==> src/rtl/ysyx_22050854_pkg.sv <==
// Shared definitions for the ysyx_22050854 core slice: fetch FSM encoding,
// AXI response codes and the architectural reset PC.
package ysyx_22050854_pkg;

  typedef enum logic [1:0] {
    S_IDLE = 2'd0,
    S_REQ  = 2'd1,
    S_WAIT = 2'd2,
    S_HOLD = 2'd3
  } ifu_state_e;

  localparam logic [1:0]  RESP_OKAY = 2'b00;
  localparam logic [31:0] RESET_PC  = 32'h8000_0000;

endpackage

==> src/rtl/ysyx_22050854_ifu_perf.sv <==
// Fetch performance counters: consumed instructions and memory-wait cycles.
// Only instantiated when YSYX_22050854_IFU_PERF_EN is defined.
module ysyx_22050854_ifu_perf (
  input  logic        clock,
  input  logic        reset,
  input  logic        fetch_inc,
  input  logic        wait_inc,
  output logic [63:0] fetch_cnt,
  output logic [63:0] wait_cnt
);

  // Both counters wrap naturally modulo 2^64.
  always_ff @(posedge clock) begin
    if (reset) begin
      fetch_cnt <= 64'h0;
      wait_cnt  <= 64'h0;
    end else begin
      if (fetch_inc) fetch_cnt <= fetch_cnt + 64'd1;
      if (wait_inc)  wait_cnt  <= wait_cnt + 64'd1;
    end
  end

endmodule

==> src/rtl/ysyx_22050854_ifu.sv <==
// Instruction fetch unit: single-outstanding 64-bit read per PC, result held
// toward IF/ID until consumed or flushed. Counters gated by YSYX_22050854_IFU_PERF_EN.
module ysyx_22050854_ifu
  import ysyx_22050854_pkg::*;
(
  input  logic        clock,
  input  logic        reset,
  input  logic [31:0] fetch_pc,
  input  logic        flush,
  output logic        id_valid,
  input  logic        id_ready,
  output logic [31:0] id_inst,
  output logic [31:0] id_pc,
  output logic        id_fault,
  output logic        mem_arvalid,
  input  logic        mem_arready,
  output logic [31:0] mem_araddr,
  input  logic        mem_rvalid,
  output logic        mem_rready,
  input  logic [63:0] mem_rdata,
  input  logic [1:0]  mem_rresp,
  output logic [63:0] perf_fetch_cnt,
  output logic [63:0] perf_wait_cnt
);

  ifu_state_e  state, state_nxt;
  logic [31:0] req_pc;
  logic        discard;
  logic [31:0] inst_q;
  logic [31:0] pc_q;
  logic        fault_q;
  logic        resp_fire;
  logic        resp_keep;

  function automatic logic [31:0] select_word(input logic [63:0] rdata, input logic hi);
    return hi ? rdata[63:32] : rdata[31:0];
  endfunction

  assign resp_fire = (state == S_WAIT) && mem_rvalid;
  // A response is kept only if no flush hit this transaction, including this cycle.
  assign resp_keep = resp_fire && !discard && !flush;

  always_comb begin
    state_nxt = state;
    case (state)
      S_IDLE: state_nxt = S_REQ;
      S_REQ:  if (mem_arready) state_nxt = S_WAIT;
      S_WAIT: if (mem_rvalid)  state_nxt = resp_keep ? S_HOLD : S_IDLE;
      S_HOLD: if (flush || id_ready) state_nxt = S_IDLE;
      default: state_nxt = S_IDLE;
    endcase
  end

  always_ff @(posedge clock) begin
    if (reset) begin
      state   <= S_IDLE;
      req_pc  <= RESET_PC;
      discard <= 1'b0;
    end else begin
      state <= state_nxt;
      if (state == S_IDLE) req_pc <= fetch_pc;
      if (resp_fire)
        discard <= 1'b0;
      else if (flush && (state == S_REQ || state == S_WAIT))
        discard <= 1'b1;
    end
  end

  // Response capture into the IF/ID-facing holding registers
  always_ff @(posedge clock) begin
    if (reset) begin
      inst_q  <= 32'h0;
      pc_q    <= 32'h0;
      fault_q <= 1'b0;
    end else if (resp_keep) begin
      inst_q  <= (mem_rresp != RESP_OKAY) ? 32'h0 : select_word(mem_rdata, req_pc[2]);
      pc_q    <= req_pc;
      fault_q <= (mem_rresp != RESP_OKAY);
    end
  end

  assign id_valid    = (state == S_HOLD) && !flush;
  assign id_inst     = inst_q;
  assign id_pc       = pc_q;
  assign id_fault    = fault_q;
  assign mem_arvalid = (state == S_REQ);
  assign mem_araddr  = (state == S_REQ) ? {req_pc[31:3], 3'b000} : 32'h0;
  assign mem_rready  = (state == S_WAIT);

`ifdef YSYX_22050854_IFU_PERF_EN
  logic mem_phase;
  assign mem_phase = (state == S_REQ) || (state == S_WAIT);

  ysyx_22050854_ifu_perf u_perf (
    .clock     (clock),
    .reset     (reset),
    .fetch_inc (id_valid & id_ready),
    .wait_inc  (mem_phase),
    .fetch_cnt (perf_fetch_cnt),
    .wait_cnt  (perf_wait_cnt)
  );
`else
  assign perf_fetch_cnt = 64'h0;
  assign perf_wait_cnt  = 64'h0;
`endif

endmodule

==> config.mk <==
export PLATFORM = sky130hd
export DESIGN_NAME = ysyx_22050854_ifu
export DESIGN_NICKNAME = d
export VERILOG_FILES = /design/src/rtl/ysyx_22050854_pkg.sv /design/src/rtl/ysyx_22050854_ifu_perf.sv /design/src/rtl/ysyx_22050854_ifu.sv
export SDC_FILE = /design/constraint.sdc
export NUM_CORES = 1
export LEC_CHECK = 0
export CAP_MARGIN = 20
export CELL_PAD_IN_SITES_DETAIL_PLACEMENT = 0
export CELL_PAD_IN_SITES_GLOBAL_PLACEMENT = 1
export CORE_MARGIN = 4
export CORE_UTILIZATION = 27
export DETAILED_ROUTE_END_ITERATION = 10
export GPL_TIMING_DRIVEN = 0
export PLACE_DENSITY = 0.95
export SKIP_CTS_REPAIR_TIMING = 1
export SLEW_MARGIN = 15
export SYNTH_ARGS = -nofsm -noshare
export SYNTH_HDL_FRONTEND = slang
export SYNTH_HIERARCHICAL = 1
export SYNTH_SLANG_ARGS = --single-unit
==> constraint.sdc <==
create_clock -name clock -period 4.55 [get_ports clock]
set_input_delay 0.455 -clock clock [delete_from_list [all_inputs] [get_ports clock]]
set_output_delay 0.455 -clock clock [all_outputs]
set_load 0.01 [all_outputs]
Yosys cells after proc, flatten, opt, wreduce, memory -nomap -nowiden
Index checks and enable logic that the tools add are counted.

Bits in registers: 100. Bits in latches: 0. RAM bits: 0. ROM bits: 0. Input port bits: 104. Output and inout port bits: 228. Logic and storage cells: 33. Memories kept: 0.

$add $sub $neg: 0. $mul: 0. Div/mod/pow operators: 0. Order comparisons: 0. Equality and inequality tests: 6. Shift-type cells: 0. Multiplexer cells: 8. Bitwise logic cells: 0. Reduce and logical (&&, ||, !) cells: 13.

Operators by type and width (number): 2-to-1 mux 32 bit (3); 2-to-1 mux 2 bit (4); one-hot mux 2 bit (4 select lines) (1); logical AND 1 bit (5); equality test 2 bit (second input constant) (2); inequality test 2 bit (second input constant) (2); AND reduction 3 bit (1); equality test 2 x 1 -> 1 bit (second input constant) (1); logical NOT 1 bit (2); logical NOT 2 bit (1); logical OR 1 bit (2); inequality test 2 x 1 -> 1 bit (second input constant) (1); nonzero test 2 bit (1); OR reduction 2 bit (1).

Logic depth before layout (Yosys ltp)
Gate-level depths: netlist (run 1).

Word-level depth: 7. Gate-level depth with buffers: 7. Depth with buffers taken out: 5.

Least setup slack after synthesis (run 1)
No wires, ideal clock.

Kind: register to output. Start point: register state[1]. End point: output port mem_araddr[21]. Arrival time: 1277 ps. Data required time: 4095 ps. Setup slack: 2818 ps. Stages on the path, launching flop included: 6. Buffers on the path: 2. Path through: dfxtp_1 > inv_1 > ha_1 > clkbuf_1 > clkbuf_1 > and2_1.

Word-level cells in the longest chain between the ends: 2.

Ends and longest elaborated chain: start, declared (RTL line ysyx_22050854_ifu.sv:26) `ifu_state_e state, state_nxt;`; start signal, assigned (RTL line ysyx_22050854_ifu.sv:60) `state <= state_nxt;`; equality test 2 x 1 -> 1 bit; named net mem_arvalid (RTL line ysyx_22050854_ifu.sv:15) `output logic mem_arvalid,`; 2-to-1 mux 32 bit (RTL line ysyx_22050854_ifu.sv:87) `assign mem_araddr = (state == S_REQ) ? {req_pc[31:3], 3'b000} : 32'h0;`; end, declared (RTL line ysyx_22050854_ifu.sv:17) `output logic [31:0] mem_araddr,`.

The timed path passes the listed nets, and every way through them passes these cells.

Worst setup path after layout (run 1)
Start point: register state[1]. End point: output port mem_araddr[30].

Word-level cells in the longest chain between the ends: 2.

Ends and longest elaborated chain (RTL line): equality test 2 x 1 -> 1 bit (ysyx_22050854_ifu.sv:87); 2-to-1 mux 32 bit (ysyx_22050854_ifu.sv:87).

No other way between the ends.

==> flow_summary.yaml, run 1 <==
die:
  initial_utilization: 0.277
  die_x_um: 147
  ioPinCount: 332
  die_y_um: 147
  coreArea_um2: 18800
  die_area_um2: 21600
  row_count: 50
sta:
  final-setup-viol-count: 0
  skew_ns: 0.00476
  final_max_slew_viol_count: 0
  worst_pin_slew_ns: 0.580
  max_freq_ghz: 0.328
  hold_viol_final: 0
  relSlewSlack: 0.613
  rsz0062_at_grt: "no"
  fin_setup_tns_ns: 0
  fin_crit_sh: 0.669
  min_period_ns: 3.04
logic_synthesis:
  synth_warnings: 6
  synth_xor_area_frac: 0
  synth.most_common_cell: "buf_4"
  syn_area_um2: 5210
  yosysTopAreaCellShare: 0.384
  synthTopCellsByCount: "buf_4 (137), dfxtp_1 (100), nand2_1 (96), a21oi_1 (65), nor2_1 (34)"
  avgSynthCellArea_um2: 8.51
  synthAdderAreaFrac: 0.0120
  synthArstFlopShare: 0
  seq_area_frac_synth: 0.384
  ys_seq_elements: 100
  synthSimpleGateAreaFrac: 0.173
  synth_top_family_by_area: "buffers and inverters"
  synth_cells: 612
  synth_compound_area_frac: 0.0730
  synth_top_area_cell: "dfxtp_1"
  synth_edf_count: 0
  muxShareOfSynthArea: 0.129
  synth_flop_cell: "dfxtp_1"
  ys_top_cells_by_area: "dfxtp_1 (38%), buf_4 (20%), mux2_2 (6.9%), nand2_1 (6.9%), a21oi_1 (6.2%)"
  synth_cell_type_count: 27
clock_tree:
  clk_latency_ns: 0.35
  cts_made_buffers: 9
  cts_tree: "done"
  cts-htree-levels: 3
  path_clk_slew_ns: 0.07
  clockBufferDepth: 2
  cts.sinks: 100
  cts_root_buf: "clkbuf_16"
outcome:
  outcome: "completed"
final_layout:
  nets: 1061
  n_fill_cell: 1873
  num_antenna_cells: 0
  layout-drive-gt1-share: 0.211
  syn_to_final_growth_pct: 60.4
  utilization: 0.444
placement:
  portBuffers: 199
  dpl.hpwl_um: 13200
  gp_congestion: 0.789
drt:
  first_pass_iters: 4
  via_count: 4718
  drtAntennaViolNets: 0
  wire_per_inst_um: 13.6
  route.detailed.drc: 0
  drt-total-wl_um: 16600
  drt_iter0_markers: 142
  vias_per_cell: 3.88
setup_path:
  path_max_fanout: 10
  crit_end: "mem_araddr[30]"
  crit_chain: "inv_1, ha_1, clkbuf_1, clkbuf_1, and2_1, clkdlybuf4s50_1"
  worstPathRequired_ns: 4.09
  path_depth: 6
  crit_start: "state[1]"
  path_buf_inv: 4
  crit_arrival_ns: 2.59
  r2r_start: "state[0]"
  r2r_cells: 7
  max_stage_delay_ns: 0.56
  rr_endpoint: "id_pc[8]"
  rrSetupSlack_ns: 2.69
  endpoint_kind: "primary output"
  cpMostUsedCell: "clkbuf_1"
  crit_path_start_kind: "register"
  path_class: "reg -> out"
  path_delay_family: "buffers and inverters"
  crit_slowest_cell: "clkdlybuf4s50_1"
grt:
  grt_pass1_vias: 4658
  grt_overflow: 0
  grt_usage: 0.145
  grt_pass1_wl_um: 25000
  antenna_found_initial: 0
  grt_max_degree: 17
pwr:
  powerDensity_nw_per_um2: 366
  vdd_drop_max_uv: 229
  power_leakage_nw: 3.63
min_path:
  hold_class: "reg -> reg"
run:
  cap_violations: 0
[sequential cells by signal (all words and copies together) (netlist names)]
signal,count
discard,1
id_fault,1
id_inst,32
id_pc,32
req_pc,32
state,2
[cell type report]
cell class | count | area (µm²) | share of cell area
clock buffers | 10 | 229 | 0.0274
clock inverters | 6 | 113 | 0.0135
inverters | 2 | 7.51 | 0.000899
flip-flops and latches | 100 | 2000 | 0.240
multi-input cells | 470 | 2510 | 0.300
well taps | 260 | 325 | 0.0389
plain buffers | 170 | 1180 | 0.141
repair buffers | 199 | 1990 | 0.238
[per-layer routing]
metal	global-route usage	vias up	wire (µm)	part of all wire
li1	-	2414	-	-
met1	0.155	2076	6310	0.38
met2	0.258	208	8200	0.49
met3	0.0555	20	1700	0.10
met4	0.0583	0	371	0.022
met5	0	-	0	0
[stage by stage]
stage	hold WS, ns	cells	instance area, µm²	setup WS, ns	total power, mW
global route	0.471	1217	8350	1.27	3.24
global placement	0.438	1201	8010	1.78	2.19
CTS	0.452	1217	8350	1.37	3.10
finish	0.451	1217	8350	1.51	3.05
detailed placement	0.443	1201	8010	1.78	2.20
floorplan	0.431	742	5700	2.82	1.78
[cells in the final DEF, fill, tap and decap left out, types with 14 or more instances in the layout]
cell type and n:
buf_4 137, clkbuf_1 19, a21oi_1 65, and2_1 29
mux2_2 32, mux2i_1 31, buf_2 14, clkdlybuf4s50_1 199
dfxtp_1 100, nand3_1 32, nor2_1 34, nand2_1 96
conb_1 131
[cells by family after synthesis]
logic type               after synthesis
other                                  1
AND/OR/NAND/NOR                      199
flip-flops                           100
adder cells (fa/ha/maj)                5
AO/OA/AOI/OAI                         72
buffers and inverters                172
multiplexers                          63
[worst register-to-register path: stages (launching register included)]
cell and delay, ns:
dfxtp_1 0.35, inv_1 0.11, ha_1 0.26, and4bb_1 0.37, buf_4 0.26, buf_4 0.23
nand2_1 0.08, a21oi_1 0.13
[how the worst min path moves through the flow]
stage | from | endpoint | slack [ns] | depth (start not counted)
floorplan | req_pc[0] | id_pc[0] | 0.43 | 2
global placement | id_inst[29] | id_inst[29] | 0.44 | 2
detailed placement | id_inst[27] | id_inst[27] | 0.44 | 2
CTS | id_inst[27] | id_inst[27] | 0.45 | 2
global route | id_inst[27] | id_inst[27] | 0.47 | 2
finish | id_inst[19] | id_inst[19] | 0.45 | 2
[where the power goes]
part / total, mW / internal, mW / switching (mW) / leakage (nW)
registers: 1.06 / 0.980 / 0.0763 / 0.813
logic: 1.11 / 0.573 / 0.540 / 2.65
clock network: 0.885 / 0.539 / 0.346 / 0.167
total: 3.05 / 2.09 / 0.962 / 3.63
(Power assumes the default switching activity.)
==> inputs of run 2 (changes only) <==
--- a/config.mk
+++ b/config.mk
@@ -9,10 +9,10 @@
 export CELL_PAD_IN_SITES_DETAIL_PLACEMENT = 0
 export CELL_PAD_IN_SITES_GLOBAL_PLACEMENT = 1
 export CORE_MARGIN = 4
-export CORE_UTILIZATION = 27
+export CORE_UTILIZATION = 25
 export DETAILED_ROUTE_END_ITERATION = 10
 export GPL_TIMING_DRIVEN = 0
-export PLACE_DENSITY = 0.95
+export PLACE_DENSITY = 0.91
 export SKIP_CTS_REPAIR_TIMING = 1
 export SLEW_MARGIN = 15
 export SYNTH_ARGS = -nofsm -noshare
==> constraint.sdc (replaced) <==
create_clock -name clock -period 3.1 [get_ports clock]
set_input_delay 0.31 -clock clock [delete_from_list [all_inputs] [get_ports clock]]
set_output_delay 0.31 -clock clock [all_outputs]
set_load 0.01 [all_outputs]
==> flow_summary.yaml, run 2 (synthesized netlist as in run 1, its figures left out) <==
outcome:
  outcome: "completed"
sta:
  relSlewSlack: 0.578
  hold_viol_final: 0
  rsz0062_at_grt: "no"
  worst_pin_slew_ns: 0.633
  skew_ns: 0.00547
  final-setup-viol-count: 0
  min_period_ns: 2.81
  fin_crit_sh: 0.908
  final_max_slew_viol_count: 0
  fin_setup_tns_ns: 0
  max_freq_ghz: 0.355
final_layout:
  final_cell_mix: "clkdlybuf4s50_1 (199), buf_4 (137), conb_1 (131), dfxtp_1 (100), nand2_1 (96)"
  fin_cells: 1226
  syn_to_final_growth_pct: 59.8
  layout-drive-gt1-share: 0.211
  final_common_cell: "clkdlybuf4s50_1"
  n_fill_cell: 2123
  num_antenna_cells: 0
  nets: 1061
clock_tree:
  cts_root_buf: "clkbuf_16"
  path_clk_slew_ns: 0.07
  clockBufferDepth: 2
  cts-htree-levels: 3
  cts.sinks: 100
  cts_made_buffers: 9
  cts_tree: "done"
  clk_latency_ns: 0.35
min_path:
  hold_path_depth: 2
  hold_class: "reg -> reg"
  hp-start: "id_inst[29]"
  holdPathEnd: "id_inst[29]"
setup_path:
  crit_chain: "inv_1, ha_1, clkbuf_1, clkbuf_2, and2_1, clkdlybuf4s50_1"
  max_stage_delay_ns: 0.57
  crit_slowest_cell: "clkdlybuf4s50_1"
  endpoint_kind: "primary output"
  r2r_cells: 7
  worstPathRequired_ns: 2.79
  path_max_fanout: 10
  path_class: "reg -> out"
  rr_endpoint: "id_pc[8]"
  r2r_start: "state[0]"
  crit_arrival_ns: 2.50
  rrSetupSlack_ns: 1.24
  crit_path_start_kind: "register"
placement:
  dpl.hpwl_um: 13300
  portBuffers: 199
  gp_congestion: 0.814
  dpl.cell_count: 1211
die:
  die_y_um: 152
  row_count: 52
  ioPinCount: 332
  die_x_um: 152
  initial_utilization: 0.256
  die_area_um2: 23200
  coreArea_um2: 20400
drt:
  route.detailed.drc: 0
  via_count: 4684
  drtAntennaViolNets: 0
  drt-total-wl_um: 16700
  drt_iter0_markers: 135
  wire_per_inst_um: 13.6
  first_pass_iters: 4
  vias_per_cell: 3.82
grt:
  grt_overflow: 0
  grt_usage: 0.140
  grt_pass1_vias: 4681
  grt_max_degree: 16
  grt_pass1_wl_um: 25900
  antenna_found_initial: 0
pwr:
  p_comb_frac: 0.378
  powerDensity_nw_per_um2: 520
  vdd_drop_max_uv: 236
  power_leakage_nw: 3.61
  switching_share: 0.324
  p_int_mw: 2.92
  p_sw_mw: 1.40
  seqPwrFrac: 0.359
  power_mw: 4.32
  clkPwrFrac: 0.263
run:
  cap_violations: 0
## run 2: metal layers
| layer | vias to the layer above | wire, µm | global-route usage |
|---|---|---|---|
| li1 | 2412 | - | - |
| met4 | 0 | 227 | 0.0377 |
| met2 | 193 | 8310 | 0.249 |
| met1 | 2067 | 6650 | 0.155 |
| met5 | - | 0 | 0 |
| met3 | 12 | 1540 | 0.0574 |
## run 2: power groups by stage
stage / clock network (mW) / logic (mW) / registers (mW)
5_1_grt: 1.23 / 1.80 / 1.57
2_1_floorplan: 0 / 1.06 / 1.55
4_1_cts: 1.18 / 1.66 / 1.55
6_report: 1.14 / 1.64 / 1.55
3_5_place_dp: 0 / 1.65 / 1.58
3_3_place_gp: 0 / 1.64 / 1.57
## run 2: worst max-delay path by stage
stage                     slack (ns)  cells after the start     start        endpoint
final                           0.29                      6  state[1]  mem_araddr[30]
after global routing            0.04                      6  state[1]  mem_araddr[30]
after CTS                       0.03                      6  state[1]  mem_araddr[30]
after detailed placement        0.43                      6  state[1]  mem_araddr[30]
after global placement          0.47                      6  state[1]  mem_araddr[30]
after floorplan                 1.51                      5  state[1]  mem_araddr[21]
## run 2: per-stage QoR
| stage | setup slack, ns | area (µm²) | utilization | hold slack, ns |
|---|---|---|---|---|
| 3_3_place_gp | 0.465 | 8030 | 0.394 | 0.438 |
| 3_5_place_dp | 0.431 | 8030 | 0.394 | 0.442 |
| 6_report | 0.286 | 8320 | 0.409 | 0.450 |
| 5_1_grt | 0.0394 | 8320 | 0.409 | 0.469 |
| 4_1_cts | 0.0257 | 8320 | 0.408 | 0.451 |
| 2_1_floorplan | 1.51 | 5700 | - | 0.407 |
## run 2: layout make-up
cell class / instances / area, µm² / share of cell area
timing repair buffer: 199 / 1990 / 0.239
multi-input combinational: 470 / 2510 / 0.302
clock inverter: 4 / 50.0 / 0.00602
clock buffer: 11 / 243 / 0.0292
tap: 270 / 338 / 0.0406
inverter: 2 / 7.51 / 0.000902
buffer: 170 / 1180 / 0.142
sequential: 100 / 2000 / 0.241
## run 2: worst max-delay path: cells and delay by family (launching register included)
family,cells,cell delay [ns]
flops,1,0.36
simple gates,1,0.16
fa+ha+maj,1,0.22
buf+inv,4,1.42
